--- config.mk ---
export PLATFORM = sky130hd
export DESIGN_NAME = riscv_enc_flat
export DESIGN_NICKNAME = d
export VERILOG_FILES = /design/src/rtl/riscv_enc_pkg.sv /design/src/rtl/riscv_enc_if.sv /design/src/rtl/riscv_enc_pack.sv /design/src/rtl/riscv_enc.sv /design/src/flat_wrapper.sv
export SDC_FILE = /design/constraint.sdc
export NUM_CORES = 1
export LEC_CHECK = 0
export BUFFER_PORTS_ARGS = -buffer_cell sky130_fd_sc_hd__buf_2
export CAP_MARGIN = 20
export CORE_MARGIN = 2
export CORE_UTILIZATION = 40
export CTS_BUF_LIST = sky130_fd_sc_hd__clkbuf_8
export DETAILED_ROUTE_END_ITERATION = 8
export PLACE_DENSITY_LB_ADDON = 0.1
export SETUP_SLACK_MARGIN = 0.05
export SLEW_MARGIN = 10
export SYNTH_ARGS = -nofsm -noshare
export SYNTH_HDL_FRONTEND = slang
export SYNTH_SLANG_ARGS = --single-unit
--- constraint.sdc ---
create_clock -name clk -period 3.28 [get_ports clk]
set_clock_uncertainty 0.1 [all_clocks]
set_input_delay 0.328 -clock clk [delete_from_list [all_inputs] [get_ports clk]]
set_output_delay 0.328 -clock clk [all_outputs]
set_load 0.01 [all_outputs]
--- src/rtl/riscv_enc_pkg.sv ---
// Shared encoding constants for the RV32 instruction encoder/loader.
// The ALU op codes and class values match those used by riscv_id.
package riscv_enc_pkg;

  typedef enum logic [2:0] {
    CLS_OPIMM  = 3'd0,
    CLS_OP     = 3'd1,
    CLS_LOAD   = 3'd2,
    CLS_STORE  = 3'd3,
    CLS_BRANCH = 3'd4,
    CLS_JAL    = 3'd5,
    CLS_JALR   = 3'd6,
    CLS_BAD    = 3'd7
  } enc_cls_e;

  typedef enum logic [1:0] {
    ST_IDLE  = 2'd0,
    ST_RUN   = 2'd1,
    ST_FULL  = 2'd2,
    ST_DRAIN = 2'd3
  } enc_state_e;

  localparam logic [3:0] ALU_ADD = 4'd0;
  localparam logic [3:0] ALU_AND = 4'd1;
  localparam logic [3:0] ALU_OR  = 4'd2;
  localparam logic [3:0] ALU_XOR = 4'd3;
  localparam logic [3:0] ALU_SLL = 4'd4;
  localparam logic [3:0] ALU_SRL = 4'd5;
  localparam logic [3:0] ALU_SUB = 4'd6;
  localparam logic [3:0] ALU_MUL = 4'd10;

  localparam logic [6:0] OPC_OPIMM  = 7'b0010011;
  localparam logic [6:0] OPC_OP     = 7'b0110011;
  localparam logic [6:0] OPC_LOAD   = 7'b0000011;
  localparam logic [6:0] OPC_STORE  = 7'b0100011;
  localparam logic [6:0] OPC_BRANCH = 7'b1100011;
  localparam logic [6:0] OPC_JAL    = 7'b1101111;
  localparam logic [6:0] OPC_JALR   = 7'b1100111;

  localparam logic [2:0] F3_ADD  = 3'b000;
  localparam logic [2:0] F3_SLL  = 3'b001;
  localparam logic [2:0] F3_WORD = 3'b010;
  localparam logic [2:0] F3_XOR  = 3'b100;
  localparam logic [2:0] F3_SRL  = 3'b101;
  localparam logic [2:0] F3_OR   = 3'b110;
  localparam logic [2:0] F3_AND  = 3'b111;

  localparam logic [6:0] F7_ZERO = 7'b0000000;
  localparam logic [6:0] F7_SUB  = 7'b0100000;
  localparam logic [6:0] F7_MUL  = 7'b0000001;

  function automatic logic [2:0] alu_funct3(input logic [3:0] op);
    logic [2:0] f3;
    case (op)
      ALU_AND: f3 = F3_AND;
      ALU_OR:  f3 = F3_OR;
      ALU_XOR: f3 = F3_XOR;
      ALU_SLL: f3 = F3_SLL;
      ALU_SRL: f3 = F3_SRL;
      default: f3 = F3_ADD;
    endcase
    return f3;
  endfunction

  // True when v survives truncation to a 'bits'-wide two's-complement field.
  function automatic logic fits_signed(input logic [31:0] v, input int unsigned bits);
    logic [31:0] hi;
    hi = 32'($signed(v) >>> (bits - 1));
    return (hi == 32'd0) || (hi == '1);
  endfunction

endpackage

--- src/rtl/riscv_enc_if.sv ---
// Field-bundle input stream and instruction-word output stream of riscv_enc.
interface riscv_enc_if #(parameter int AW = 32) ();

  logic          enc_valid;
  logic          enc_ready;
  logic [2:0]    enc_cls;
  logic [3:0]    enc_alu_op;
  logic [2:0]    enc_br_f3;
  logic [4:0]    enc_rd;
  logic [4:0]    enc_rs1;
  logic [4:0]    enc_rs2;
  logic [31:0]   enc_imm;

  logic          out_valid;
  logic          out_ready;
  logic [31:0]   out_instr;
  logic [AW-1:0] out_addr;

  modport master (
    output enc_valid, enc_cls, enc_alu_op, enc_br_f3, enc_rd, enc_rs1, enc_rs2, enc_imm,
    input  enc_ready,
    input  out_valid, out_instr, out_addr,
    output out_ready
  );

  modport slave (
    input  enc_valid, enc_cls, enc_alu_op, enc_br_f3, enc_rd, enc_rs1, enc_rs2, enc_imm,
    output enc_ready,
    output out_valid, out_instr, out_addr,
    input  out_ready
  );

endinterface

--- src/rtl/riscv_enc_pack.sv ---
// Combinational field packer: decoded fields -> RV32 instruction word plus legality flag.
module riscv_enc_pack
  import riscv_enc_pkg::*;
(
  input  logic [2:0]  cls_i,
  input  logic [3:0]  alu_op_i,
  input  logic [2:0]  br_f3_i,
  input  logic [4:0]  rd_i,
  input  logic [4:0]  rs1_i,
  input  logic [4:0]  rs2_i,
  input  logic [31:0] imm_i,
  output logic [31:0] instr_o,
  output logic        legal_o
);

  logic       isShift;
  logic [2:0] aluF3;
  logic [6:0] opF7;

  always_comb begin
    instr_o = '0;
    legal_o = 1'b0;
    isShift = (alu_op_i == ALU_SLL) || (alu_op_i == ALU_SRL);
    aluF3   = alu_funct3(alu_op_i);
    opF7    = F7_ZERO;
    if (alu_op_i == ALU_SUB) opF7 = F7_SUB;
    else if (alu_op_i == ALU_MUL) opF7 = F7_MUL;

    case (enc_cls_e'(cls_i))
      CLS_OPIMM: begin
        legal_o = (alu_op_i <= ALU_SRL) &&
                  (isShift ? (imm_i[31:5] == 27'd0) : fits_signed(imm_i, 12));
        if (isShift) instr_o = {F7_ZERO, imm_i[4:0], rs1_i, aluF3, rd_i, OPC_OPIMM};
        else         instr_o = {imm_i[11:0], rs1_i, aluF3, rd_i, OPC_OPIMM};
      end
      CLS_OP: begin
        legal_o = (alu_op_i <= ALU_SUB) || (alu_op_i == ALU_MUL);
        instr_o = {opF7, rs2_i, rs1_i, aluF3, rd_i, OPC_OP};
      end
      CLS_LOAD: begin
        legal_o = fits_signed(imm_i, 12);
        instr_o = {imm_i[11:0], rs1_i, F3_WORD, rd_i, OPC_LOAD};
      end
      CLS_STORE: begin
        legal_o = fits_signed(imm_i, 12);
        instr_o = {imm_i[11:5], rs2_i, rs1_i, F3_WORD, imm_i[4:0], OPC_STORE};
      end
      CLS_BRANCH: begin
        // funct3 010/011 are unassigned branch encodings.
        legal_o = (br_f3_i != 3'b010) && (br_f3_i != 3'b011) && !imm_i[0] &&
                  fits_signed(imm_i, 13);
        instr_o = {imm_i[12], imm_i[10:5], rs2_i, rs1_i, br_f3_i,
                   imm_i[4:1], imm_i[11], OPC_BRANCH};
      end
      CLS_JAL: begin
        legal_o = !imm_i[0] && fits_signed(imm_i, 21);
        instr_o = {imm_i[20], imm_i[10:1], imm_i[11], imm_i[19:12], rd_i, OPC_JAL};
      end
      CLS_JALR: begin
        legal_o = fits_signed(imm_i, 12);
        instr_o = {imm_i[11:0], rs1_i, F3_ADD, rd_i, OPC_JALR};
      end
      default: begin
        legal_o = 1'b0;
        instr_o = '0;
      end
    endcase
  end

endmodule

--- src/rtl/riscv_enc.sv ---
// Instruction encoder and IMEM program loader: packs field bundles into RV32 words
// and streams them out with consecutive byte addresses starting at base_addr_i.
module riscv_enc
  import riscv_enc_pkg::*;
#(
  parameter int DEPTH = 256,
  parameter int AW    = 32
) (
  input  logic          clk,
  input  logic          rst,
  input  logic          start_i,
  input  logic [AW-1:0] base_addr_i,
  input  logic          stop_i,
  riscv_enc_if.slave    enc_if,
  output logic          err_o,
  output logic [7:0]    err_count_o,
  output logic          done_o,
  output logic          busy_o
);

  localparam int CW = $clog2(DEPTH + 1);

  enc_state_e    state_q, state_d;
  logic [AW-1:0] wrPtr_q, wrPtr_d;
  logic [CW-1:0] wordCnt_q, wordCnt_d;
  logic          outValid_q, outValid_d;
  logic [31:0]   outInstr_q, outInstr_d;
  logic [AW-1:0] outAddr_q, outAddr_d;
  logic          err_q, err_d;
  logic [7:0]    errCnt_q, errCnt_d;
  logic          done_q, done_d;

  logic [31:0]   packInstr;
  logic          packLegal;
  logic          encReady;
  logic          accept;

  riscv_enc_pack u_pack (
    .cls_i    (enc_if.enc_cls),
    .alu_op_i (enc_if.enc_alu_op),
    .br_f3_i  (enc_if.enc_br_f3),
    .rd_i     (enc_if.enc_rd),
    .rs1_i    (enc_if.enc_rs1),
    .rs2_i    (enc_if.enc_rs2),
    .imm_i    (enc_if.enc_imm),
    .instr_o  (packInstr),
    .legal_o  (packLegal)
  );

  // stop masks ready so a bundle offered alongside it is never consumed.
  assign encReady = (state_q == ST_RUN) && !stop_i && (!outValid_q || enc_if.out_ready);
  assign accept   = enc_if.enc_valid && encReady;

  always_comb begin
    state_d    = state_q;
    wrPtr_d    = wrPtr_q;
    wordCnt_d  = wordCnt_q;
    outValid_d = outValid_q;
    outInstr_d = outInstr_q;
    outAddr_d  = outAddr_q;
    err_d      = 1'b0;
    errCnt_d   = errCnt_q;
    done_d     = 1'b0;

    if (outValid_q && enc_if.out_ready) outValid_d = 1'b0;

    if (accept) begin
      if (packLegal) begin
        outValid_d = 1'b1;
        outInstr_d = packInstr;
        outAddr_d  = wrPtr_q;
        wrPtr_d    = wrPtr_q + AW'(4);
        wordCnt_d  = wordCnt_q + CW'(1);
      end else begin
        err_d = 1'b1;
        if (errCnt_q != 8'hFF) errCnt_d = errCnt_q + 8'd1;
      end
    end

    case (state_q)
      ST_IDLE: begin
        if (start_i) begin
          state_d   = ST_RUN;
          wrPtr_d   = base_addr_i;
          wordCnt_d = '0;
        end
      end
      ST_RUN: begin
        if (stop_i) state_d = ST_DRAIN;
        else if (wordCnt_d == CW'(DEPTH)) state_d = ST_FULL;
      end
      ST_FULL: begin
        if (stop_i) state_d = ST_DRAIN;
      end
      ST_DRAIN: begin
        if (!outValid_q) begin
          state_d = ST_IDLE;
          done_d  = 1'b1;
        end
      end
      default: state_d = ST_IDLE;
    endcase
  end

  always_ff @(posedge clk) begin
    if (rst) begin
      state_q    <= ST_IDLE;
      wrPtr_q    <= '0;
      wordCnt_q  <= '0;
      outValid_q <= 1'b0;
      outInstr_q <= '0;
      outAddr_q  <= '0;
      err_q      <= 1'b0;
      errCnt_q   <= '0;
      done_q     <= 1'b0;
    end else begin
      state_q    <= state_d;
      wrPtr_q    <= wrPtr_d;
      wordCnt_q  <= wordCnt_d;
      outValid_q <= outValid_d;
      outInstr_q <= outInstr_d;
      outAddr_q  <= outAddr_d;
      err_q      <= err_d;
      errCnt_q   <= errCnt_d;
      done_q     <= done_d;
    end
  end

  assign enc_if.enc_ready = encReady;
  assign enc_if.out_valid = outValid_q;
  assign enc_if.out_instr = outInstr_q;
  assign enc_if.out_addr  = outAddr_q;
  assign err_o            = err_q;
  assign err_count_o      = errCnt_q;
  assign done_o           = done_q;
  assign busy_o           = (state_q != ST_IDLE);

endmodule

--- src/flat_wrapper.sv ---
// flat-port wrapper written by rule: the top's interface ports become plain ports
module riscv_enc_flat import riscv_enc_pkg::*;
#(
  parameter int DEPTH = 256,
  parameter int AW    = 32
)
  (clk, rst, start_i, base_addr_i, stop_i, err_o, err_count_o, done_o, busy_o, enc_if_enc_valid, enc_if_enc_cls, enc_if_enc_alu_op, enc_if_enc_br_f3, enc_if_enc_rd, enc_if_enc_rs1, enc_if_enc_rs2, enc_if_enc_imm, enc_if_enc_ready, enc_if_out_valid, enc_if_out_instr, enc_if_out_addr, enc_if_out_ready);
  riscv_enc_if #(.AW(AW)) enc_if_i ();
  input  logic clk;
  input  logic rst;
  input  logic start_i;
  input  logic [AW-1:0] base_addr_i;
  input  logic stop_i;
  output logic err_o;
  output logic [7:0] err_count_o;
  output logic done_o;
  output logic busy_o;
  input wire logic [$bits(enc_if_i.enc_valid)-1:0] enc_if_enc_valid;
  input wire logic [$bits(enc_if_i.enc_cls)-1:0] enc_if_enc_cls;
  input wire logic [$bits(enc_if_i.enc_alu_op)-1:0] enc_if_enc_alu_op;
  input wire logic [$bits(enc_if_i.enc_br_f3)-1:0] enc_if_enc_br_f3;
  input wire logic [$bits(enc_if_i.enc_rd)-1:0] enc_if_enc_rd;
  input wire logic [$bits(enc_if_i.enc_rs1)-1:0] enc_if_enc_rs1;
  input wire logic [$bits(enc_if_i.enc_rs2)-1:0] enc_if_enc_rs2;
  input wire logic [$bits(enc_if_i.enc_imm)-1:0] enc_if_enc_imm;
  output wire logic [$bits(enc_if_i.enc_ready)-1:0] enc_if_enc_ready;
  output wire logic [$bits(enc_if_i.out_valid)-1:0] enc_if_out_valid;
  output wire logic [$bits(enc_if_i.out_instr)-1:0] enc_if_out_instr;
  output wire logic [$bits(enc_if_i.out_addr)-1:0] enc_if_out_addr;
  input wire logic [$bits(enc_if_i.out_ready)-1:0] enc_if_out_ready;
  assign enc_if_i.enc_valid = enc_if_enc_valid;
  assign enc_if_i.enc_cls = enc_if_enc_cls;
  assign enc_if_i.enc_alu_op = enc_if_enc_alu_op;
  assign enc_if_i.enc_br_f3 = enc_if_enc_br_f3;
  assign enc_if_i.enc_rd = enc_if_enc_rd;
  assign enc_if_i.enc_rs1 = enc_if_enc_rs1;
  assign enc_if_i.enc_rs2 = enc_if_enc_rs2;
  assign enc_if_i.enc_imm = enc_if_enc_imm;
  assign enc_if_enc_ready = enc_if_i.enc_ready;
  assign enc_if_out_valid = enc_if_i.out_valid;
  assign enc_if_out_instr = enc_if_i.out_instr;
  assign enc_if_out_addr = enc_if_i.out_addr;
  assign enc_if_i.out_ready = enc_if_out_ready;
  riscv_enc #(.DEPTH(DEPTH), .AW(AW)) u_core (.clk(clk), .rst(rst), .start_i(start_i), .base_addr_i(base_addr_i), .stop_i(stop_i), .enc_if(enc_if_i), .err_o(err_o), .err_count_o(err_count_o), .done_o(done_o), .busy_o(busy_o));
endmodule
# Word level (Yosys, flattened, before mapping)
# Index checks and enable logic that the tools add are counted.
# word_totals
output_inout_bits,77
elab_cells,101
reg_bits,118
input_bits,95
# classes
n_reduce_logical,31
n_mux,26
magnitude_cmp,2
eq_ne,27
addsub,3
bitwise,3
# ops
cell,count
$pmux W32 S7,1
$mux W32,5
$eq A32 B32 Y1 const B,3
$logic_not A32 Y1,3
$mux W9,4
$add A32 B3 Y32 const B,1
$logic_not A27 Y1,1
$pmux W3 S5,1
$eq A4 B3 Y1 const B,3
$mux W2,5
$add A9 B1 Y9 const B,1
$eq A3 B3 Y1 const B,3
$eq A9 B9 Y1 const B,1
$logic_and A1 B1 Y1,9
$add A8 B1 Y8 const B,1
$eq A4 B2 Y1 const B,2
$le A4 B3 Y1 const B,2
$ne A8 B8 Y1 const B,1
$pmux W2 S4,1
$mux W1,7
$eq A3 B2 Y1 const B,2
$logic_or A1 B1 Y1,6
$mux W6,1
$ne A2 B2 Y1 const B,3
18 further kinds,25

# Logic depth before layout (Yosys ltp)
# logic_depth
ltp_word,11
depth_mapped,12
depth_no_buf,11

# By module
# A second synthesis with hierarchy kept.
# unflattened
hier_cells,753
hier_area_um2,5870.6
# modules_own_cells
module,cells_per_inst,seq_area_each_um2,area_per_inst_um2,n_inst
riscv_enc,614,2362.3,4961.0,1
riscv_enc_pack,139,0.0,909.6,1

# Worst setup path after synthesis
# Ideal clock, no wire load.
# synth_timing
kind,input to register
start,input port enc_if_enc_imm[17]
end,register u_core.state_q[0]
setup_slack_ps,150
arrival_ps,2943
cell_stages,10
setup_time_ps,86
n_path_buf,0
required_ps,3094
path_cell_list,or4_1 nor2_4 a22oi_1 or4b_4 a31oi_4 mux2i_1 a31oi_1 a211o_1 or3_1 a221oi_2
# synth_between
elab_chain_len,10
elab_cells_between_ends,16
classes_between,eq/ne: 4; mux: 4; reduce/logical: 8
# synth_lines
item,line,source
"start, declared",flat_wrapper.sv:25,input wire logic [$bits(enc_if_i.enc_imm)-1:0] enc_if_enc_imm;
$eq A32 B32 Y1 or $logic_not A32 Y1 (tied branches),riscv_enc_pkg.sv:69,return (hi == 32'd0) || (hi == '1);
$logic_or A1 B1 Y1,riscv_enc_pkg.sv:69,
$mux W1,riscv_enc_pack.sv:32,"(isShift ? (imm_i[31:5] == 27'd0) : fits_signed(imm_i, 12));"
$logic_and A1 B1 Y1,riscv_enc_pack.sv:31,legal_o = (alu_op_i <= ALU_SRL) &&
$pmux W1 S5 *,riscv_enc_pack.sv:29,case (enc_cls_e'(cls_i))
$mux W9 *,riscv_enc.sv:68,if (packLegal) begin
$mux W9 *,riscv_enc.sv:67,if (accept) begin
$eq A9 B9 Y1 *,riscv_enc.sv:90,else if (wordCnt_d == CW'(DEPTH)) state_d = ST_FULL;
$ne A3 B3 Y1 (no line) *,n/a,
$reduce_and A4 Y1 (no line) *,n/a,
"end signal, assigned",riscv_enc.sv:117,state_q <= state_d;
"end, declared",riscv_enc.sv:23,"enc_state_e state_q, state_d;"
# Mark *: on every way between the ends. The rest lies on a longest branch, timed or not.
# A chain may end at the register's enable or synchronous reset.

# Worst setup path in the final report
# Same ends and word-level chain as after synthesis.

==> results.md <==
- Gp weighted congestion: 0.877
- Hold buffers post-CTS: 0
- Worst skew pair latency: 440 ps
- Core area: 14000 µm²
- PD cells: 517 nW/µm²
- Crit-path max cell delay: 580 ps
- Worst path slowest cell: or4_1
- Worst slack, placed: -102 ps
- Worst vdd ir: 229 µV
- Row count: 43
- Synth Area in Compound Gates: 0.169
- Mux contribution to synthesized area: 0.0288
- Clock Pin Slew Worst Setup and Hold Paths: 70 ps
- Max Slew Vio Count: 0
- Area Growth Syn to Fin: 27.0%
- CP bufs+invs: 2
- First-pass GRT wire length: 26700 µm
- Crit share post-route: 0.898
- XOR/XNOR share of the synthesized area: 0.0651
- Setup TNS: 0 ps
- Hold Vio Cnt, Final: 0
- Vias post-DR: 5809
- Cell taking the most area after synthesis: dfxtp_1
- Initial antenna violation count: 0
- Number of synthesized flops with an enable pin: 0
- Synth Register Bits: 117
- # Max-Cap Violations: 0
- Simple-gate area share of the yosys netlist: 0.273
- Multi-input gate area: 3210 µm²
- Type of the worst min-delay path: input port to flip-flop
- Worst-margin pin slew: 835 ps
- Outcome: finished clean
- Pleak: 3.04 nW
- Unrepaired setup endpoints after global routing: no
- Root Driver: clkbuf_8
- Share of the synthesized area in the top cell type: 0.405
- Grt ovf: 0
- Layout Utilization: 0.525
- Crit path time final: 2940 ps
- Postcts setup bufs: 0
- Post-synthesis sequential area ratio: 0.405
- Die H: 124 µm
- Slew HR: 0.438
- Post-Syn Area: 5780 µm²
- Largest fanout on the critical path: 12
- Critical Path, Cell by Cell: buf_2 > or4_1 > nor2_4 > a22oi_1 > or4b_4 > a31oi_4 > buf_4 > nand4bb_1 > a31oi_1 > nor2_1 > or3_1 > a221oi_2
- # IOs: 172
- CTS H-tree lvls: 4
- Final setup vio count: 0
- # nets final: 1004
- Maximum buffer depth of the clock tree: 2
- Worst path top cell family by delay: simple AND/OR/NAND/NOR gates
- Initial DRC count: 319
- Hold_ws: 31.9 ps
- Req. time, crit path: 3540 ps
- Vias in the first global route: 5590
- Total CTS buffers: 17
- Fillers: 1408
- Post-CTS Resized: 0
- Top cells by area, synth: dfxtp_1 41%, nand2_1 8.0%, a21oi_1 5.7%
- Post-synthesis adder-cell area fraction: 0.0151
- TritonRoute pass-1 iters: 5
- Register area: 2340 µm²
- DR vias/cell: 5.31
- Detailed Route WL: 16200 µm
- Startpoint Class: input port
- Die area: 15400 µm²
- CP endpoint kind: flip-flop
- Initial Util: 0.413
- Post-synthesis async set-or-reset flop share: 0
- Cells after synthesis: 730
- Synth warn: 0
- Clock Sink Count: 117
- Overall power: 3.80 mW
- Crit path DAT: 3200 ps
- Die Wd: 124 µm
- TritonCTS clock tree: done
- Hpwl dp: 11900 µm
- Post-synthesis cell type count: 53
- Fmax: 340 MHz
- Avg Cell Area, Syn: 7.92 µm²
- Fin worst setup slack: 335 ps
- Largest net degree at the start of global routing: 59
- Syn nets: 832
- Synth Flop Type: dfxtp_1
- IO Port Bufs: 171
- WS Path Type: input port to flip-flop
- Routed Antenna Nets: 0
- Tot GR Track Use: 0.208
- Drc violations: 0
- Fraction of layout cells with a size suffix above 1: 0.274
- Wire per inst: 14.8 µm
- Largest family of logic cells by synthesized area: simple AND/OR/NAND/NOR gates
- N_diodes: 0
[power by group]
part	switching (mW)	internal [mW]	leakage, nW
clock network	0.586	0.774	0.207
logic	0.424	0.317	1.88
registers	0.140	1.56	0.950
[cell type report]
| cell class | count | area share |
|---|---|---|
| Clock inverter | 12 | 0.0189 |
| Tap cell | 180 | 0.0307 |
| Clock buffer | 19 | 0.0356 |
| Sequential cell | 117 | 0.319 |
| Timing Repair Buffer | 202 | 0.150 |
| Multi-Input combinational cell | 548 | 0.437 |
| Inverter | 16 | 0.00818 |
[state kept, by name (all words and copies together), names as in the netlist]
name / cells
u_core.enc_if.out_addr: 32
u_core.wrPtr_q: 32
u_core.enc_if.out_instr: 31
u_core.wordCnt_q: 9
u_core.err_count_o: 8
u_core.state_q: 2
u_core.done_o: 1
u_core.enc_if.out_valid: 1
u_core.err_o: 1
[cell usage after synthesis (all sizes together), types with 14 or more instances]
cell,instances
a211oi,36
a21oi,66
clkbuf,38
dfxtp,117
inv,16
nand2,125
nand3,24
nand4,19
nor2,84
nor3,15
xnor2,14
xor2,29
[routing by layer]
layer	part of all wire	GRT usage
met5	0	0
met3	0.071	0.0701
met1	0.46	0.270
met4	0.013	0.0621
met2	0.45	0.328
[final timing paths]
path	start	endpoint	slack (ps)	depth (start not counted)
setup / recovery	enc_if_enc_imm[17]	u_core.state_q[0]	340	12
hold reg to reg	u_core.enc_if.out_addr[10]	u_core.enc_if.out_addr[10]	350	2
hold / removal	base_addr_i[0]	u_core.wrPtr_q[0]	30	3
setup reg to reg	u_core.state_q[1]	u_core.state_q[0]	550	12
[stage by stage]
stage	instance area (µm²)	instances
2_1_floorplan	5780	730
6_report	7340	1094
5_1_grt	7340	1094
4_1_cts	7340	1094
3_5_place_dp	6940	1063
3_3_place_gp	6940	1063
[worst reg2reg max path, cell delays in order, from the launching register on]
cell       delay [ps]
dfxtp_1           340
inv_1             100
ha_1              210
nand4_1           160
nor2b_1           250
inv_1             100
a31oi_4           170
buf_4             220
nand4bb_1         110
a31oi_1           230
nor2_1             70
or3_1             390
a221oi_2          220
[placed cells by master (no fill, tap or decap), types with 3 or more instances in the layout]
cell	count
buf_2	170
mux2i_1	11
nor4_1	5
o21ai_0	10
dfxtp_1	117
nor2_1	83
nand2_1	122
a211oi_1	36
nand3_1	23
ha_1	7
a32oi_1	3
clkbuf_8	19
a21oi_1	66
inv_1	19
nand4_1	19
xnor2_1	14
o221ai_1	8
nand2b_1	7
buf_4	31
nor2b_1	8
or3_1	8
nand3b_1	4
mux2_2	5
a311oi_1	4
nor3_1	14
clkinvlp_4	3
clkinv_2	3
and4_1	3
xor2_1	29
a31oi_1	4
o211ai_1	7
nand2_2	3
nor3b_1	9
bufinv_16	3
and3_1	13
[kinds of logic (layout without fill, tap and decap cells)]
group,count (synthesis),after routing
simple gates,333,333
flops,117,117
compound gates,149,149
fa+ha+maj,7,7
buf+inv,65,249
mux,16,16
xor+xnor,43,43
(Power assumes the default switching activity.)
